File: src/rtl/mem_arb_pkg.sv
// Shared types for the two-requester memory arbiter.
// Ownership states and the width of the burst counter.
package mem_arb_pkg;

    typedef enum logic [1:0] {
        IDLE,
        OWN0,
        OWN1
    } arb_state_t;

    localparam int BURST_CNT_W = 8;

endpackage

File: src/rtl/mem_arbiter.sv
// Arbitrates an accelerator cache (port 0) and a host controller (port 1) onto one
// synchronous-RAM port with zero-cycle grants and a per-owner burst limit.
module mem_arbiter
    import mem_arb_pkg::*;
#(
    parameter int ADDR_WIDTH = 16,
    parameter int DATA_WIDTH = 32,
    parameter int MAX_BURST  = 8
) (
    input  logic                  clk,
    input  logic                  rst,
    input  logic                  req0,
    input  logic                  we0,
    input  logic [ADDR_WIDTH-1:0] addr0,
    input  logic [DATA_WIDTH-1:0] wdata0,
    input  logic                  req1,
    input  logic                  we1,
    input  logic [ADDR_WIDTH-1:0] addr1,
    input  logic [DATA_WIDTH-1:0] wdata1,
    output logic                  gnt0,
    output logic                  gnt1,
    output logic                  rvalid0,
    output logic [DATA_WIDTH-1:0] rdata0,
    output logic                  rvalid1,
    output logic [DATA_WIDTH-1:0] rdata1,
    output logic                  mem_en,
    output logic                  mem_we,
    output logic [ADDR_WIDTH-1:0] mem_addr,
    output logic [DATA_WIDTH-1:0] mem_di,
    input  logic [DATA_WIDTH-1:0] mem_do
);

    localparam logic [BURST_CNT_W-1:0] BURST_LIMIT = BURST_CNT_W'(MAX_BURST);

    arb_state_t             state, state_next;
    logic                   last_owner;
    logic [BURST_CNT_W-1:0] burst_cnt;
    logic                   burst_done;
    logic                   pick0, pick1;
    logic                   rvalid0_p1, rvalid1_p1;

    function automatic logic [BURST_CNT_W-1:0] sat_inc(input logic [BURST_CNT_W-1:0] cnt);
        return (cnt >= BURST_LIMIT) ? BURST_LIMIT : cnt + 1'b1;
    endfunction

    assign burst_done = (burst_cnt >= BURST_LIMIT);

    // The owner yields only once its burst is spent and the other side is waiting.
    always_comb begin
        pick0 = 1'b0;
        pick1 = 1'b0;
        unique case (state)
            OWN0: begin
                if (req0 && !(burst_done && req1)) pick0 = 1'b1;
                else if (req1)                     pick1 = 1'b1;
            end
            OWN1: begin
                if (req1 && !(burst_done && req0)) pick1 = 1'b1;
                else if (req0)                     pick0 = 1'b1;
            end
            default: begin
                if (req0 && req1) begin
                    pick0 = last_owner;
                    pick1 = !last_owner;
                end else begin
                    pick0 = req0;
                    pick1 = req1;
                end
            end
        endcase
    end

    assign gnt0 = pick0 && !rst;
    assign gnt1 = pick1 && !rst;

    always_comb begin
        state_next = IDLE;
        if (gnt0)      state_next = OWN0;
        else if (gnt1) state_next = OWN1;
    end

    always_comb begin
        mem_en   = 1'b0;
        mem_we   = 1'b0;
        mem_addr = '0;
        mem_di   = '0;
        if (gnt0) begin
            mem_en   = 1'b1;
            mem_we   = we0;
            mem_addr = addr0;
            mem_di   = wdata0;
        end else if (gnt1) begin
            mem_en   = 1'b1;
            mem_we   = we1;
            mem_addr = addr1;
            mem_di   = wdata1;
        end
    end

    // Stage p1: read data returns from the RAM one cycle after the grant.
    always_ff @(posedge clk or posedge rst) begin
        if (rst) begin
            state      <= IDLE;
            last_owner <= 1'b1;
            burst_cnt  <= '0;
            rvalid0_p1 <= 1'b0;
            rvalid1_p1 <= 1'b0;
        end else begin
            state      <= state_next;
            rvalid0_p1 <= gnt0 && !we0;
            rvalid1_p1 <= gnt1 && !we1;
            if (gnt0 || gnt1) last_owner <= gnt1;
            // The new owner's first granted cycle already counts toward its burst.
            if (!(gnt0 || gnt1))
                burst_cnt <= '0;
            else if ((gnt0 && state == OWN0) || (gnt1 && state == OWN1))
                burst_cnt <= sat_inc(burst_cnt);
            else
                burst_cnt <= BURST_CNT_W'(1);
        end
    end

    assign rvalid0 = rvalid0_p1;
    assign rvalid1 = rvalid1_p1;
    assign rdata0  = mem_do;
    assign rdata1  = mem_do;

endmodule

File: config.mk
export PLATFORM = sky130hd
export DESIGN_NAME = mem_arbiter
export DESIGN_NICKNAME = d
export VERILOG_FILES = /design/src/rtl/mem_arb_pkg.sv /design/src/rtl/mem_arbiter.sv
export SDC_FILE = /design/constraint.sdc
export NUM_CORES = 1
export LEC_CHECK = 0
export CAP_MARGIN = 20
export CORE_AREA = 4 4 95 97
export DETAILED_ROUTE_END_ITERATION = 7
export DIE_AREA = 0 0 99 101
export GPL_TIMING_DRIVEN = 1
export MAX_ROUTING_LAYER = met4
export PLACE_DENSITY = 0.76
export SYNTH_ARGS = -nofsm -noshare
export SYNTH_HDL_FRONTEND = slang
export SYNTH_SLANG_ARGS = --single-unit
File: constraint.sdc
create_clock -name clk -period 5.9 [get_ports clk]
set_input_delay 1.475 -clock clk [delete_from_list [all_inputs] [get_ports clk]]
set_output_delay 1.475 -clock clk [all_outputs]
set_load 0.01 [all_outputs]
==> impl_results.rst, run 1 <==
.. list-table::
   :header-rows: 1

   * - Metric
     - Value
   * - Area of placed instances
     - 2870 um2
   * - Net Sw Frac
     - 0.396
   * - # H-tree levels
     - 1
   * - ANT nets after route
     - 0
   * - Part of the Yosys area used for sequential elements
     - 0.196
   * - Worst hold margin
     - 545 ps
   * - Layout cells sized above 1
     - 0.0496
   * - Total length of routed wires
     - 6.79 mm
   * - CTS buffer count
     - 3
   * - IO Count
     - 252
   * - Cells traversed along the worst timing path
     - clkdlybuf4s50_1 > a21bo_2 > a21oi_1 > o31ai_1 > nor2_4 > buf_12 > a22o_1 > clkdlybuf4s50_1
   * - Crit path capture type
     - output pin
   * - Largest family of logic cells by synthesized area
     - buffers and inverters
   * - Post-synthesis cell area
     - 1670 um2
   * - Port Buf Inserts
     - 155
   * - Crit path max fanout
     - 49
   * - Drt pass-1 iters
     - 4
   * - DIE WIDTH
     - 99 um
   * - Max Transition Viols Final
     - 0
   * - Reg-to-reg critical path startpoint
     - state[0]$_DFF_PP0_
   * - Kind of critical path
     - in2out
   * - Post-synthesis mux area share
     - 0
   * - Drc violations
     - 0
   * - Initial Util
     - 0.205
   * - CP required
     - 4430 ps
   * - Post-synthesis adder-cell area fraction
     - 0.0301
   * - Routed wire per std cell
     - 17.5 um
   * - Number of buffers added to fix hold violations after cts
     - 0
   * - Diode insertion count for antenna repair
     - 0
   * - Internal power contribution
     - 0.655 mW
   * - Area share of xor/xnor cells in the synthesized design
     - 0.00526
   * - Static leakage
     - 1.16 nW
   * - CP max stage delay
     - 560 ps
   * - Post-route clock period utilization
     - 0.912
   * - Root buffer cell
     - clkbuf_8
   * - Worst min path class
     - reg2reg
   * - Placer's final routability congestion estimate
     - 0.915
   * - Total GRT Usage
     - 0.125
   * - Initial antenna violation count
     - 0
   * - Register clock-pin slew on the reported worst setup and hold paths
     - 50 ps
   * - Share of the synthesized area in compound gates (AO/OA/AOI/OAI)
     - 0.325
   * - Largest buffer count on any clock path
     - 2
   * - Number of vias in the routed layout
     - 1737
   * - Via-to-Cell Ratio
     - 4.49
   * - Area of the placeable core
     - 8130 um2
   * - Estimated wirelength of the detail-placed design
     - 5.75 mm
   * - Height of the die
     - 101 um
   * - Number of core rows
     - 33
   * - Post-route minimum period
     - 5380 ps
   * - RR Endpoint
     - burst_cnt[0]$_DFF_PP0_
   * - Worst endpoint data arrival time
     - 3900 ps
   * - Run status
     - completed
   * - Yosys warning total
     - 0
   * - Combinational share of power
     - 0.816
   * - Layout area overhead
     - 75.2%
   * - Slowest CP cell
     - clkdlybuf4s50_1
   * - Cell depth of the worst flop-to-flop path
     - 8
   * - Clock tree from TritonCTS
     - yes
   * - Total power per unit cell area
     - 372 nW/um2
   * - Largest net degree at the start of global routing
     - 54
   * - Peak supply drop
     - 0.176 mV
   * - Synth cell types
     - 37
   * - Worst setup path start
     - req1
   * - Setup TNS
     - 0 ps
   * - Clock Power Share
     - 0.070
   * - GRT Residual Overflow
     - 0
   * - Total net switching power
     - 0.430 mW
   * - CP dominant cell by count
     - clkdlybuf4s50_1
   * - Crit path capture
     - mem_di[1]
   * - Synth Area in Simple Gates
     - 0.0932
   * - Die footprint
     - 10000 um2
   * - Setup Skew
     - 3.79 ps
   * - Final hold violations
     - 0
   * - Wire length of the first global-routing pass
     - 9.60 mm
   * - Unrepaired setup endpoints after global routing
     - false
   * - Maximum clock frequency
     - 186 MHz
   * - Post-route cell area
     - 2920 um2
   * - Max-capacitance violation count
     - 0
   * - Clock latency reported for the late side of the worst-skew pair
     - 240 ps
   * - Seq cells post-synth
     - 13
   * - Worst-case register-to-register setup slack
     - 3850 ps
   * - Vias in the first global route
     - 1849
   * - Mapped Cells
     - 191
   * - Total number of nets in the final design
     - 421
   * - Startpoint Class
     - input pin
   * - Clock sink total
     - 13
   * - Count of buffers added by post-CTS timing repair for setup
     - 0
   * - Post-CTS sizing
     - 0
   * - Average instance area after synthesis
     - 8.72 um2
   * - Count of final setup violators
     - 0
   * - Starting DRT DRC Count
     - 54
   * - Power share of the sequential group
     - 0.114
[layout make-up]
type / count / area, um2
tap: 105 / 131
timing repair buffer: 158 / 1600
multi-input combinational: 96 / 774
sequential: 13 / 327
fill: 834 / 5220
inverter: 11 / 41.3
clock buffer: 4 / 45.0
[stage by stage]
stage / util / total power, mW / setup WS [ps] / cells
floorplan: - / 0.590 / 1550 / 194
global placement: 0.353 / 1.00 / 617 / 383
detailed placement: 0.353 / 1.01 / 565 / 383
CTS: 0.359 / 1.10 / 551 / 387
global route: 0.359 / 1.15 / 392 / 387
finish: 0.359 / 1.08 / 522 / 387
[registers in the layout (all words and copies together), names as in the netlist]
name	flops
burst_cnt	8
state	2
last_owner	1
rvalid0	1
rvalid1	1
[power by group through the flow]
stage | sequential (mW) | clock, mW | combinational (mW)
after floorplan | 0.122 | 0 | 0.468
after global placement | 0.123 | 0 | 0.878
after detailed placement | 0.125 | 0 | 0.887
after CTS | 0.123 | 0.0793 | 0.893
after global routing | 0.126 | 0.0830 | 0.941
final | 0.123 | 0.0761 | 0.885
[how the worst min path moves through the flow]
stage | startpoint | endpoint | slack (ps) | cells after the start
after floorplan | last_owner$_DFFE_PP1P_ | last_owner$_DFFE_PP1P_ | 500 | 1
after global placement | last_owner$_DFFE_PP1P_ | last_owner$_DFFE_PP1P_ | 520 | 1
after detailed placement | last_owner$_DFFE_PP1P_ | last_owner$_DFFE_PP1P_ | 540 | 1
after CTS | last_owner$_DFFE_PP1P_ | last_owner$_DFFE_PP1P_ | 550 | 1
after global routing | last_owner$_DFFE_PP1P_ | last_owner$_DFFE_PP1P_ | 550 | 1
final | last_owner$_DFFE_PP1P_ | last_owner$_DFFE_PP1P_ | 550 | 1
[cells in the final DEF (no fill, tap or decap), types with 3 or more instances in the layout]
cell | Yosys | routed
clkdlybuf4s50_1 | 0 | 155
nand3_1 | 4 | 4
clkbuf_8 | 0 | 3
nor2_1 | 5 | 5
inv_1 | 11 | 11
dfrtp_1 | 12 | 12
conb_1 | 1 | 4
a22o_1 | 48 | 48
ha_1 | 4 | 4
nand2_1 | 4 | 4
[routing by layer]
| metal | track usage | vias to the layer above | routed length, um |
|---|---|---|---|
| met5 | - | - | 0 |
| met4 | 0.0483 | 0 | 204 |
| met3 | 0.0215 | 26 | 481 |
| met2 | 0.211 | 97 | 3410 |
| met1 | 0.147 | 811 | 2690 |
| li1 | - | 803 | - |
[cell families after synthesis]
group,count (synthesis)
and+or+nand+nor,26
DFF,13
AOI/OAI and AO/OA,61
xor gates and xnor gates,1
buffers and inverters,85
other,1
adders and majority gates,4
[cell usage after synthesis, drive strengths merged]
| library cell | n | area [um2] |
|---|---|---|
| nor2 | 6 | 25.0 |
| a31oi | 1 | 6.26 |
| buf | 71 | 528 |
| a21boi | 1 | 7.51 |
| nand3 | 4 | 20.0 |
| a21bo | 1 | 10.0 |
| a2111oi | 1 | 8.76 |
| nand3b | 1 | 7.51 |
| nand4 | 2 | 12.5 |
| clkbuf | 3 | 11.3 |
| a41oi | 1 | 8.76 |
| a311oi | 1 | 15.0 |
| conb | 1 | 3.75 |
| dfrtp | 12 | 300 |
| nor3 | 1 | 5.00 |
| or3 | 2 | 17.5 |
| nand2b | 1 | 6.26 |
| inv | 11 | 41.3 |
| a21oi | 1 | 5.00 |
| a22o | 48 | 420 |
| nor2b | 1 | 6.26 |
| and3 | 2 | 12.5 |
| a21o | 1 | 7.51 |
| nand2 | 4 | 15.0 |
| xor2 | 1 | 8.76 |
| o211ai | 1 | 7.51 |
| o31ai | 3 | 36.3 |
| ha | 4 | 50.1 |
| dfstp | 1 | 26.3 |
| a22oi | 1 | 7.51 |
| nor4 | 1 | 21.3 |
| or2 | 1 | 6.26 |
[worst max-delay path: cells and delay by family]
family | cells | cell delay (ps)
buffers and inverters | 3 | 1340
AND/OR/NAND/NOR | 1 | 130
AO/OA/AOI/OAI | 4 | 930
No activity file was read; power rests on OpenSTA's default activity.
==> run 2, diff against run 1 <==
--- a/config.mk
+++ b/config.mk
@@ -6,12 +6,12 @@
 export NUM_CORES = 1
 export LEC_CHECK = 0
 export CAP_MARGIN = 20
-export CORE_AREA = 4 4 95 97
+export CORE_AREA = 2 2 98 100
 export DETAILED_ROUTE_END_ITERATION = 7
-export DIE_AREA = 0 0 99 101
+export DIE_AREA = 0 0 100 102
 export GPL_TIMING_DRIVEN = 1
 export MAX_ROUTING_LAYER = met4
-export PLACE_DENSITY = 0.76
+export PLACE_DENSITY = 0.7
 export SYNTH_ARGS = -nofsm -noshare
 export SYNTH_HDL_FRONTEND = slang
 export SYNTH_SLANG_ARGS = --single-unit
==> run 2 against run 1 <==
Global-route usage shrank 1.6 points. Synthesized cell count is the same. The run now fails in 5_2_route. Area after synthesis is the same.
==> impl_results.rst, run 2 <==
.. list-table::
   :header-rows: 1

   * - Metric
     - Value
   * - Initial antenna violation count
     - 1 (+1)
   * - Placer's final routability congestion estimate
     - 0.781 (-15%)
   * - First error
     - [ERROR DRT-0255] Maze Route cannot find path of net mem_do[0] in worker of routeBox ( 48300 0 ) ( 100000 48300 ).
   * - DIE WIDTH
     - 100 um (+1.0%)
   * - Async SR Flop Fraction
     - 1.00 (unchanged)
   * - Number of buffers added to fix hold violations after cts
     - 0 (unchanged)
   * - Largest net degree at the start of global routing
     - 40 (-26%)
   * - Estimated wirelength of the detail-placed design
     - 5.21 mm (-9.4%)
   * - Share of the synthesized area in compound gates (AO/OA/AOI/OAI)
     - 0.325 (unchanged)
   * - Top post-synthesis cells by area
     - buf_4 29%, a22o_1 25%, dfrtp_1 18%, ha_1 3.0%, inv_1 2.5%
   * - Post-CTS sizing
     - 0 (unchanged)
   * - Mapped Cells
     - 191 (unchanged)
   * - Port Buf Inserts
     - 155 (unchanged)
   * - Yosys warning total
     - 0 (unchanged)
   * - GRT Residual Overflow
     - 0 (unchanged)
   * - Count of buffers added by post-CTS timing repair for setup
     - 0 (unchanged)
   * - Initial Util
     - 0.183 (-0.0219)
   * - Synth cell types
     - 37 (unchanged)
   * - Run status
     - stopped before the end
   * - Height of the die
     - 102 um (+0.99%)
   * - Most used flip-flop cell after synthesis
     - dfrtp_1
   * - Synth top cells by count
     - 64 x buf_4, 48 x a22o_1, 12 x dfrtp_1, 11 x inv_1
   * - Root buffer cell
     - clkbuf_8
   * - Area share of xor/xnor cells in the synthesized design
     - 0.00526 (unchanged)
   * - Post-synthesis adder-cell area fraction
     - 0.0301 (unchanged)
   * - Part of the Yosys area used for sequential elements
     - 0.196 (unchanged)
   * - IO Count
     - 252 (unchanged)
   * - Seq cells post-synth
     - 13 (unchanged)
   * - Clock sink total
     - 13 (unchanged)
   * - Total instance count after detailed placement
     - 390 (+1.8%)
   * - Fraction of synthesized cell area taken by the top area cell type
     - 0.289 (unchanged)
   * - Most common cell in the synthesized netlist
     - buf_4
   * - Total GRT Usage
     - 0.109 (-0.0158)
   * - CTS buffer count
     - 3 (unchanged)
   * - Last step reached
     - 5_2_route
   * - Largest family of logic cells by synthesized area
     - buffers and inverters
   * - Average instance area after synthesis
     - 8.72 um2 (unchanged)
   * - Worst slack at placement
     - 389 ps (-176 ps)
   * - Wire length of the first global-routing pass
     - 8.30 mm (-14%)
   * - Post-synthesis mux area share
     - 0 (unchanged)
   * - Library cell occupying the most area in the post-synthesis netlist
     - buf_4
   * - Vias in the first global route
     - 1688 (-8.7%)
   * - Largest buffer count on any clock path
     - 2 (unchanged)
   * - # H-tree levels
     - 1 (unchanged)
   * - Number of core rows
     - 35 (+6.1%)
   * - Post-synthesis cell area
     - 1670 um2 (unchanged)
   * - Number of enable flip-flop cells after synthesis
     - 0 (unchanged)
   * - Synth Area in Simple Gates
     - 0.0932 (unchanged)
==> run 2: cell counts after synthesis <==
Identical to the previous run, type by type.
==> run 2: logic make-up after synthesis <==
| family | count (synthesis) |
|---|---|
| AOI/OAI and AO/OA | 61 |
| xor gates and xnor gates | 1 |
| adders and majority gates | 4 |
| buffers and inverters | 85 |
| DFF | 13 |
| other | 1 |
| and+or+nand+nor | 26 |
==> run 2: metal layers <==
layer and track usage:
met3 0.0438, met1 0.117, met2 0.178, met5 -, met4 0.0464
==> run 2: through the flow <==
step	hold WS, ps	cell area (um2)
after floorplan	498	1680
after global placement	518	2880
after detailed placement	524	2880
after CTS	533	2920
after global routing	550	2920
==> run 3, diff against run 2 <==
--- a/config.mk
+++ b/config.mk
@@ -6,12 +6,11 @@
 export NUM_CORES = 1
 export LEC_CHECK = 0
 export CAP_MARGIN = 20
-export CORE_AREA = 2 2 98 100
+export CORE_AREA = 2 2 97 99
 export DETAILED_ROUTE_END_ITERATION = 7
-export DIE_AREA = 0 0 100 102
+export DIE_AREA = 0 0 99 101
 export GPL_TIMING_DRIVEN = 1
-export MAX_ROUTING_LAYER = met4
-export PLACE_DENSITY = 0.7
+export PLACE_DENSITY_LB_ADDON = 0.15
 export SYNTH_ARGS = -nofsm -noshare
 export SYNTH_HDL_FRONTEND = slang
 export SYNTH_SLANG_ARGS = --single-unit
==> run 3 against run 2 <==
The run now ends clean. Global-route usage up 0.74 points.
==> impl_results.rst, run 3 (synthesis results as in run 1) <==
.. list-table::
   :header-rows: 1

   * - Metric
     - Value
   * - Final hold violations
     - 0
   * - Total power per unit cell area
     - 368 nW/um2
   * - Worst endpoint data arrival time
     - 3810 ps
   * - Largest buffer count on any clock path
     - 2 (unchanged)
   * - Static leakage
     - 1.17 nW
   * - Met1 routing resource usage after global routing
     - 0.135 (+0.0176)
   * - Global routing met2 resource utilization
     - 0.190 (+0.0120)
   * - Number of vias in the routed layout
     - 1691
   * - CP required
     - 4430 ps
   * - Crit path max fanout
     - 14
   * - Post-route minimum period
     - 5290 ps
   * - Worst hold margin
     - 541 ps
   * - Starting DRT DRC Count
     - 52
   * - Hold Path Depth
     - 1
   * - Flip-flop count of the largest register after layout
     - 8
   * - Total of fill cells in the finished design
     - 927
   * - Count of final setup violators
     - 0
   * - Worst min path class
     - reg2reg
   * - Vias in the first global route
     - 1667 (-1.2%)
   * - Post-CTS sizing
     - 0 (unchanged)
   * - Die footprint
     - 10000 um2
   * - Clock latency reported for the late side of the worst-skew pair
     - 240 ps
   * - Drt pass-1 iters
     - 4
   * - Estimated wirelength of the detail-placed design
     - 5.42 mm (+4.1%)
   * - Initial antenna violation count
     - 5 (+4)
   * - Total length of routed wires
     - 6.56 mm
   * - Biggest registers after layout
     - burst_cnt: 8 flops, state: 2 flops
   * - Total number of nets in the final design
     - 422
   * - Max Transition Viols Final
     - 0
   * - Worst slack at placement
     - 576 ps (+188 ps)
   * - Register ranked first by flip-flop count
     - burst_cnt
   * - Largest net degree at the start of global routing
     - 54 (+35%)
   * - Placer's final routability congestion estimate
     - 0.783 (+0.29%)
   * - DIE WIDTH
     - 99 um (-1.0%)
   * - Crit path capture type
     - output pin
   * - Root buffer cell
     - clkbuf_8
   * - Layout cells sized above 1
     - 0.0565
   * - CTS buffer count
     - 3 (unchanged)
   * - Cell depth of the worst flop-to-flop path
     - 8
   * - Peak supply drop
     - 0.207 mV
   * - GRT Residual Overflow
     - 0 (unchanged)
   * - Register clock-pin slew on the reported worst setup and hold paths
     - 60 ps
   * - Clock sink total
     - 13 (unchanged)
   * - Wire length of the first global-routing pass
     - 8.99 mm (+8.3%)
   * - Number of core rows
     - 35 (unchanged)
   * - Total GRT Usage
     - 0.116 (+0.00739)
   * - Via-to-Cell Ratio
     - 4.29
   * - Clock tree from TritonCTS
     - yes
   * - Setup TNS
     - 0 ps
   * - Startpoint Class
     - input pin
   * - Max-capacitance violation count
     - 0
   * - Most used cells in the layout excluding fill and tap cells
     - 155 x clkdlybuf4s50_1, 48 x a22o_1, 12 x dfrtp_1
   * - Worst-case register-to-register setup slack
     - 3790 ps
   * - Layout area overhead
     - 76.2%
   * - GR peak layer
     - met2
   * - Maximum clock frequency
     - 189 MHz
   * - Height of the die
     - 101 um (-0.98%)
   * - Post-route clock period utilization
     - 0.896
   * - Diode insertion count for antenna repair
     - 0
   * - Drc violations
     - 0
   * - Number of buffers added to fix hold violations after cts
     - 0 (unchanged)
   * - # H-tree levels
     - 1 (unchanged)
   * - ANT nets after route
     - 0
   * - IO Count
     - 252 (unchanged)
   * - Area of the placeable core
     - 8980 um2
   * - Routed wire per std cell
     - 16.6 um
   * - Kind of critical path
     - in2out
   * - Port Buf Inserts
     - 155 (unchanged)
   * - Unrepaired setup endpoints after global routing
     - false
   * - Count of buffers added by post-CTS timing repair for setup
     - 0 (unchanged)
   * - Initial Util
     - 0.186 (+0.00268)
   * - Met3 GRT Util
     - 0.0583 (+0.0145)
   * - Worst path setup slack after routing
     - 613 ps
   * - Commonest non-fill, non-tap cell in the layout
     - clkdlybuf4s50_1
   * - Setup Skew
     - 4.06 ps
   * - Run status
     - completed
run 3: per-layer routing:
metal / routed length, um / part of all wire
met1: 2440 / 0.37
met5: 54 / 0.0082
met3: 800 / 0.12
met2: 3150 / 0.48
met4: 112 / 0.017
run 3: worst paths after layout:
| kind | to | startpoint |
|---|---|---|
| min in group asynchronous | rvalid0$_DFF_PP0_ | rst |
| worst min-delay path | last_owner$_DFFE_PP1P_ | last_owner$_DFFE_PP1P_ |
| worst min register to register | last_owner$_DFFE_PP1P_ | last_owner$_DFFE_PP1P_ |
| worst max-delay path | mem_addr[15] | req1 |
| worst max register to register | last_owner$_DFFE_PP1P_ | state[0]$_DFF_PP0_ |
| max in group asynchronous | last_owner$_DFFE_PP1P_ | rst |
run 3: power breakdown:
group	internal, mW	switching (mW)
sequential	0.111	0.0115
clock	0.0466	0.0328
combinational	0.500	0.377
run 3: layout make-up:
cell class / count / area, um2 / area share
Timing Repair Buffer: 159 / 1610 / 0.548
Multi-Input combinational cell: 96 / 774 / 0.264
Sequential cell: 13 / 327 / 0.111
Tap cell: 111 / 139 / 0.0473
Clock buffer: 3 / 41.3 / 0.0141
Inverter: 11 / 41.3 / 0.0141
Clock inverter: 1 / 5.00 / 0.00171
run 3: worst max-delay path, stage by stage:
cell             delay (ps)
clkdlybuf4s50_1         560
a21bo_2                 240
a21oi_1                 270
o31ai_1                 170
nor2_4                  140
buf_4                   220
a22o_1                  190
clkdlybuf4s50_1         550
run 3: metrics by stage:
| step | utilization | std cells | total power, mW | cell area (um2) |
|---|---|---|---|---|
| 4_1_cts | 0.327 | 394 | 1.10 | 2930 |
| 3_3_place_gp | 0.322 | 390 | 1.02 | 2890 |
| 5_1_grt | 0.327 | 394 | 1.16 | 2930 |
| 2_1_floorplan | - | 194 | 0.590 | 1680 |
| 6_report | 0.327 | 394 | 1.08 | 2930 |
| 3_5_place_dp | 0.322 | 390 | 1.02 | 2890 |
